[src/rtl/reg_bank_ctrl_pkg.sv]
// Shared encodings for the reg_bank command front end: opcodes, FSM states,
// bus widths and the registered command record.
package reg_bank_ctrl_pkg;

  localparam int DATA_W = 64;
  localparam int SEL_W  = 4;
  localparam int END_W  = 2;

  typedef enum logic [1:0] {
    OP_READ  = 2'b00,
    OP_WRITE = 2'b01,
    OP_CONST = 2'b10,
    OP_RSV   = 2'b11
  } cmd_op_e;

  typedef enum logic [2:0] {
    ST_IDLE  = 3'd0,
    ST_WR1   = 3'd1,
    ST_WR2   = 3'd2,
    ST_CN1   = 3'd3,
    ST_CN2   = 3'd4,
    ST_RDEN  = 3'd5,
    ST_RDCAP = 3'd6,
    ST_RESP  = 3'd7
  } state_e;

  typedef struct packed {
    cmd_op_e           op;
    logic [DATA_W-1:0] data;
    logic [SEL_W-1:0]  wsel;
    logic [SEL_W-1:0]  selA;
    logic [SEL_W-1:0]  selB;
    logic [END_W-1:0]  endreg;
    logic              cnstA;
    logic              cnstB;
  } cmd_t;

endpackage

[src/rtl/reg_bank_ctrl.sv]
// Command/response sequencer placed in front of reg_bank. Defining
// REGCTRL_RD_AFTER_WR_EN makes every WRITE read its register back on port A.
module reg_bank_ctrl
  import reg_bank_ctrl_pkg::*;
(
  input  logic              clock_i,
  input  logic              reset_i,
  input  logic              cmd_valid_i,
  output logic              cmd_ready_o,
  input  logic [1:0]        cmd_op_i,
  input  logic [DATA_W-1:0] cmd_data_i,
  input  logic [SEL_W-1:0]  cmd_wsel_i,
  input  logic [SEL_W-1:0]  cmd_selA_i,
  input  logic [SEL_W-1:0]  cmd_selB_i,
  input  logic [END_W-1:0]  cmd_endreg_i,
  input  logic              cmd_cnstA_i,
  input  logic              cmd_cnstB_i,
  output logic              rsp_valid_o,
  input  logic              rsp_ready_i,
  output logic [DATA_W-1:0] rsp_dataA_o,
  output logic [DATA_W-1:0] rsp_dataB_o,
  output logic              rsp_err_o,
  output logic              regwe_o,
  output logic [DATA_W-1:0] inA_o,
  output logic [SEL_W-1:0]  selwreg_o,
  output logic [END_W-1:0]  endreg_o,
  output logic [SEL_W-1:0]  seloutA_o,
  output logic [SEL_W-1:0]  seloutB_o,
  output logic              cnstA_o,
  output logic              cnstB_o,
  output logic              enrregA_o,
  output logic              enrregB_o,
  input  logic [DATA_W-1:0] outA_i,
  input  logic [DATA_W-1:0] outB_i
);

  state_e            state_q, state_d;
  cmd_t              cmd_q, cmd_d;
  logic [DATA_W-1:0] rsp_a_q, rsp_a_d;
  logic [DATA_W-1:0] rsp_b_q, rsp_b_d;
  logic              rsp_err_q, rsp_err_d;
  logic              cmd_accept_s;

  // Ready is masked while reset is asserted so nothing is accepted under reset.
  assign cmd_ready_o  = (state_q == ST_IDLE) & ~reset_i;
  assign cmd_accept_s = cmd_valid_i & cmd_ready_o;

  // State register.
  always_ff @(posedge clock_i) begin
    if (reset_i) begin
      state_q <= ST_IDLE;
    end else begin
      state_q <= state_d;
    end
  end

  // Next-state decode.
  always_comb begin
    state_d = state_q;
    case (state_q)
      ST_IDLE: begin
        if (cmd_accept_s) begin
          case (cmd_op_e'(cmd_op_i))
            OP_READ:  state_d = ST_RDEN;
            OP_WRITE: state_d = ST_WR1;
            OP_CONST: state_d = ST_CN1;
            OP_RSV:   state_d = ST_RESP;
            default:  state_d = ST_IDLE;
          endcase
        end else begin
          state_d = ST_IDLE;
        end
      end
      ST_WR1:   state_d = ST_WR2;
`ifdef REGCTRL_RD_AFTER_WR_EN
      ST_WR2:   state_d = ST_RDEN;
`else
      ST_WR2:   state_d = ST_RESP;
`endif
      ST_CN1:   state_d = ST_CN2;
      ST_CN2:   state_d = ST_RDCAP;
      ST_RDEN:  state_d = ST_RDCAP;
      ST_RDCAP: state_d = ST_RESP;
      ST_RESP: begin
        if (rsp_ready_i) begin
          state_d = ST_IDLE;
        end else begin
          state_d = ST_RESP;
        end
      end
      default:  state_d = ST_IDLE;
    endcase
  end

  // Bank strobes decoded from the current state only.
  always_comb begin
    regwe_o   = 1'b0;
    cnstA_o   = 1'b0;
    cnstB_o   = 1'b0;
    enrregA_o = 1'b0;
    enrregB_o = 1'b0;
    case (state_q)
      ST_WR1, ST_WR2: regwe_o = 1'b1;
      ST_CN1: begin
        cnstA_o = cmd_q.cnstA;
        cnstB_o = cmd_q.cnstB;
      end
      ST_CN2: begin
        cnstA_o   = cmd_q.cnstA;
        cnstB_o   = cmd_q.cnstB;
        enrregA_o = cmd_q.cnstA;
        enrregB_o = cmd_q.cnstB;
      end
      ST_RDEN: begin
        enrregA_o = 1'b1;
        enrregB_o = 1'b1;
      end
      default: begin
        regwe_o = 1'b0;
      end
    endcase
  end

  // Command capture, response capture and error flag next-state.
  always_comb begin
    cmd_d     = cmd_q;
    rsp_a_d   = rsp_a_q;
    rsp_b_d   = rsp_b_q;
    rsp_err_d = rsp_err_q;
    if (cmd_accept_s) begin
      cmd_d.op     = cmd_op_e'(cmd_op_i);
      cmd_d.data   = cmd_data_i;
      cmd_d.wsel   = cmd_wsel_i;
      cmd_d.selA   = cmd_selA_i;
      cmd_d.selB   = cmd_selB_i;
      cmd_d.endreg = cmd_endreg_i;
      cmd_d.cnstA  = cmd_cnstA_i;
      cmd_d.cnstB  = cmd_cnstB_i;
      rsp_err_d    = (cmd_op_e'(cmd_op_i) == OP_RSV);
    end else if (state_q == ST_RDCAP) begin
      rsp_a_d = outA_i;
      rsp_b_d = outB_i;
    end else begin
      cmd_d = cmd_q;
    end
  end

  // Datapath registers.
  always_ff @(posedge clock_i) begin
    if (reset_i) begin
      cmd_q     <= '0;
      rsp_a_q   <= '0;
      rsp_b_q   <= '0;
      rsp_err_q <= 1'b0;
    end else begin
      cmd_q     <= cmd_d;
      rsp_a_q   <= rsp_a_d;
      rsp_b_q   <= rsp_b_d;
      rsp_err_q <= rsp_err_d;
    end
  end

  // Port A select: a WRITE may be steered to read back its own register.
  always_comb begin
`ifdef REGCTRL_RD_AFTER_WR_EN
    if (cmd_q.op == OP_WRITE) begin
      seloutA_o = cmd_q.wsel;
    end else begin
      seloutA_o = cmd_q.selA;
    end
`else
    if (cmd_q.op == OP_WRITE) begin
      seloutA_o = cmd_q.selA;
    end else begin
      seloutA_o = cmd_q.selA;
    end
`endif
  end

  assign inA_o       = cmd_q.data;
  assign selwreg_o   = cmd_q.wsel;
  assign endreg_o    = cmd_q.endreg;
  assign seloutB_o   = cmd_q.selB;
  assign rsp_valid_o = (state_q == ST_RESP);
  assign rsp_dataA_o = rsp_a_q;
  assign rsp_dataB_o = rsp_b_q;
  assign rsp_err_o   = rsp_err_q;

endmodule

[config.mk]
export PLATFORM = sky130hd
export DESIGN_NAME = reg_bank_ctrl
export DESIGN_NICKNAME = d
export VERILOG_FILES = /design/src/rtl/reg_bank_ctrl_pkg.sv /design/src/rtl/reg_bank_ctrl.sv
export SDC_FILE = /design/constraint.sdc
export NUM_CORES = 1
export LEC_CHECK = 0
export CAP_MARGIN = 0
export CORE_AREA = 2 2 167 169
export DETAILED_ROUTE_END_ITERATION = 16
export DIE_AREA = 0 0 169 171
export GPL_TIMING_DRIVEN = 0
export PLACE_DENSITY_LB_ADDON = 0.12
export SLEW_MARGIN = 20
export SYNTH_ARGS = -nofsm -noshare
export SYNTH_HDL_FRONTEND = slang
export SYNTH_SLANG_ARGS = --single-unit
export TNS_END_PERCENT = 100
[constraint.sdc]
create_clock -name clock_i -period 2.32 [get_ports clock_i]
set_clock_uncertainty 0.1 [all_clocks]
set_input_delay 0.464 -clock clock_i [delete_from_list [all_inputs] [get_ports clock_i]]
set_output_delay 0.464 -clock clock_i [all_outputs]
set_load 0.01 [all_outputs]
==> impl_metrics.json <==
{
  "status": "finished, final reports clean",
  "tns_ns": 0,
  "synthToLayoutAreaGrowth_pct": 63.6,
  "netlist_instances": 931,
  "p_leak_nw": 5.73,
  "slowest_delay_ns": 0.41,
  "cts_max_level": 1,
  "coreArea_um2": 27300,
  "synthTopCellsByArea": "dfxtp_1 (49%), mux2_4 (14%), nand2_1 (11%)",
  "period_share_pct": 95.5,
  "ys_top_cells_by_count": "nand2_1 (257), dfxtp_1 (212), a21oi_1 (130)",
  "antenna_found_initial": 2,
  "post-route-drc-count": 0,
  "numClockSinks": 212,
  "synth.net_count": 1147,
  "drv_cap": 0,
  "ys_ff_latch": 212,
  "insertion_delay_ns": 0.51,
  "ys.warnings.count": 0,
  "cp_max_fo": 6,
  "vias": 7638,
  "avgRoutedWirePerCell_um": 16.3,
  "synth_top_area_share_pct": 48.6,
  "synth_edf_count": 0,
  "ys_seq_area_share_pct": 48.6,
  "clk_pin_slew_ns": 0.06,
  "async_flop_share_pct": 0,
  "slew_headroom_pct": 53.8,
  "grt_overflow": 0,
  "num_io_pins": 428,
  "final_area_um2": 14300,
  "slew_violations": 0,
  "core.rowCount": 61,
  "root_buffer": "clkbuf_16",
  "dpl.hpwl_mm": 21.6,
  "synth_cell_types": 30,
  "start_kind": "register",
  "period_needed_ns": 2.21,
  "fmax_ghz": 0.452,
  "firstDrtPassIters": 4,
  "synth_area_per_cell_um2": 9.38,
  "peakVddDrop_uv": 412,
  "holdCritPathClass": "register to register",
  "grt_usage_pct": 18.8,
  "die_x_um": 169,
  "worstSetupEndpointType": "primary output",
  "hold_buffers": 0,
  "yosysMostFrequentCell": "nand2_1",
  "hold_viol": 0,
  "crit_type": "register to primary output",
  "cp_top_family": "simple AND/OR/NAND/NOR gates",
  "setup_viol": 0,
  "drt-total-wl_mm": 28.6,
  "vias_per_cell": 4.36,
  "die_y_um": 171,
  "tightest_slew_ns": 0.694,
  "globalplace.congestion": 0.787,
  "die_area_um2": 28900,
  "ant_nets": 0,
  "crit_arrival_ns": 1.65,
  "ys.flop_type": "dfxtp_1",
  "fin_util_pct": 52.3,
  "nNetsFinal": 1602,
  "worstPathRequired_ns": 1.76,
  "cts_buffers": 25,
  "cts_tree": "built",
  "drtIter0Drc": 389,
  "port_buffers": 427,
  "layout-drive-gt1-share_pct": 17.6,
  "cts_max_path_buffers": 3,
  "cp_slowest_cell": "or3b_4",
  "rsz0062_at_grt": "false",
  "path_cells": "or3b_4 > o21ai_4 > and2_1 > buf_2",
  "grt_max_degree": 13,
  "critical_path_buf_inv_count": 1,
  "powerDensity_nw_per_um2": 709,
  "grt_pass1_vias": 7353,
  "start_util_pct": 32.0,
  "grt_pass1_wl_mm": 42.4,
  "placed_cell_area_um2": 13400,
  "netlist_area_um2": 8730,
  "synth_top_area_cell": "dfxtp_1",
  "holdWs_ns": 0.350
}
-- stage by stage --
step                      worst slack (ns)  instances  power, mW
after floorplan                      0.561        931       5.20
after global placement              -0.535       1704       6.33
after detailed placement            -0.556       1704       6.34
after CTS                        -0.000403       1751       10.3
after global routing                0.0123       1751       10.6
final                                0.105       1752       10.1
-- per-layer routing --
metal	track usage, %	wire length [um]
met5	0	0
met4	5.39	628
met3	8.58	3320
met2	31.8	13400
met1	21.5	11200
-- flip-flops by register name, indices dropped and copies added, names as in the netlist --
name,cells
inA_o,64
state_q,3
rsp_dataB_o,64
cmd_q,2
seloutB_o,4
seloutA_o,4
rsp_err_o,1
endreg_o,2
rsp_dataA_o,64
selwreg_o,4
-- cells by family (layout without fill, tap and decap cells) --
group	after synthesis	after routing	share of synthesized area [%]
AND/OR/NAND/NOR	357	357	18.6
AO/OA/AOI/OAI	137	137	7.97
XOR/XNOR	1	1	0.100
multiplexers	81	81	13.9
other	0	2	0
buffers and inverters	141	614	10.5
adder cells (fa/ha/maj)	2	2	0.287
flip-flops	212	212	48.6
-- power by group --
part | total (mW) | internal (mW) | switching [mW]
Combinational | 2.19 | 1.36 | 0.836
Sequential | 4.07 | 3.92 | 0.146
Clock | 3.87 | 2.34 | 1.52
Total | 10.1 | 7.62 | 2.50
-- repair_timing --
action,4_1_cts,5_1_grt
endpoints found under the setup margin,17,2
resized for setup,28,2
pin swaps,2,2
hold endpoints to repair,0,0
buffers inserted,2,0
-- path summary, 6_finish.rpt --
| kind | startpoint | endpoint | slack (ns) | depth (start not counted) |
|---|---|---|---|---|
| worst max-delay path | state_q[2]$_SDFF_PP0_ | cnstA_o | 0.11 | 4 |
| worst min-delay path | rsp_dataB_o[1]$_SDFFE_PP0P_ | rsp_dataB_o[1]$_SDFFE_PP0P_ | 0.35 | 2 |
| worst max register to register | state_q[0]$_SDFF_PP0_ | rsp_dataA_o[4]$_SDFFE_PP0P_ | 0.28 | 6 |
| worst min register to register | rsp_dataB_o[1]$_SDFFE_PP0P_ | rsp_dataB_o[1]$_SDFFE_PP0P_ | 0.35 | 2 |
-- worst register-to-register path, cell delays in order, from the launching register on --
cell	delay, ns
dfxtp_4	0.38
buf_4	0.15
and3b_1	0.21
buf_2	0.28
clkbuf_1	0.58
nand2_1	0.13
a21oi_1	0.13
-- layout make-up --
cell class                      instances  area, um^2
Fill cell                            2599       13000
Timing Repair Buffer                  429        4280
Sequential cell                       212        4250
Multi-Input combinational cell        578        3580
Buffer                                139         917
Clock buffer                           40         762
Tap cell                              346         433
Clock inverter                          5        52.6
Antenna cell                            2        5.00
Inverter                                1        3.75
-- cell usage in the layout, fill, tap and decap left out, drive strengths merged, types with 6 or more instances in the layout --
master | synthesis | final
buf | 120 | 123
clkbuf | 20 | 60
dfxtp | 212 | 212
a21oi | 130 | 130
nand2 | 258 | 258
and2b | 18 | 18
dlygate4sd2 | 0 | 6
nor2b | 65 | 65
mux2 | 81 | 81
clkdlybuf4s50 | 0 | 419
Power figures use the tool's default switching activity.
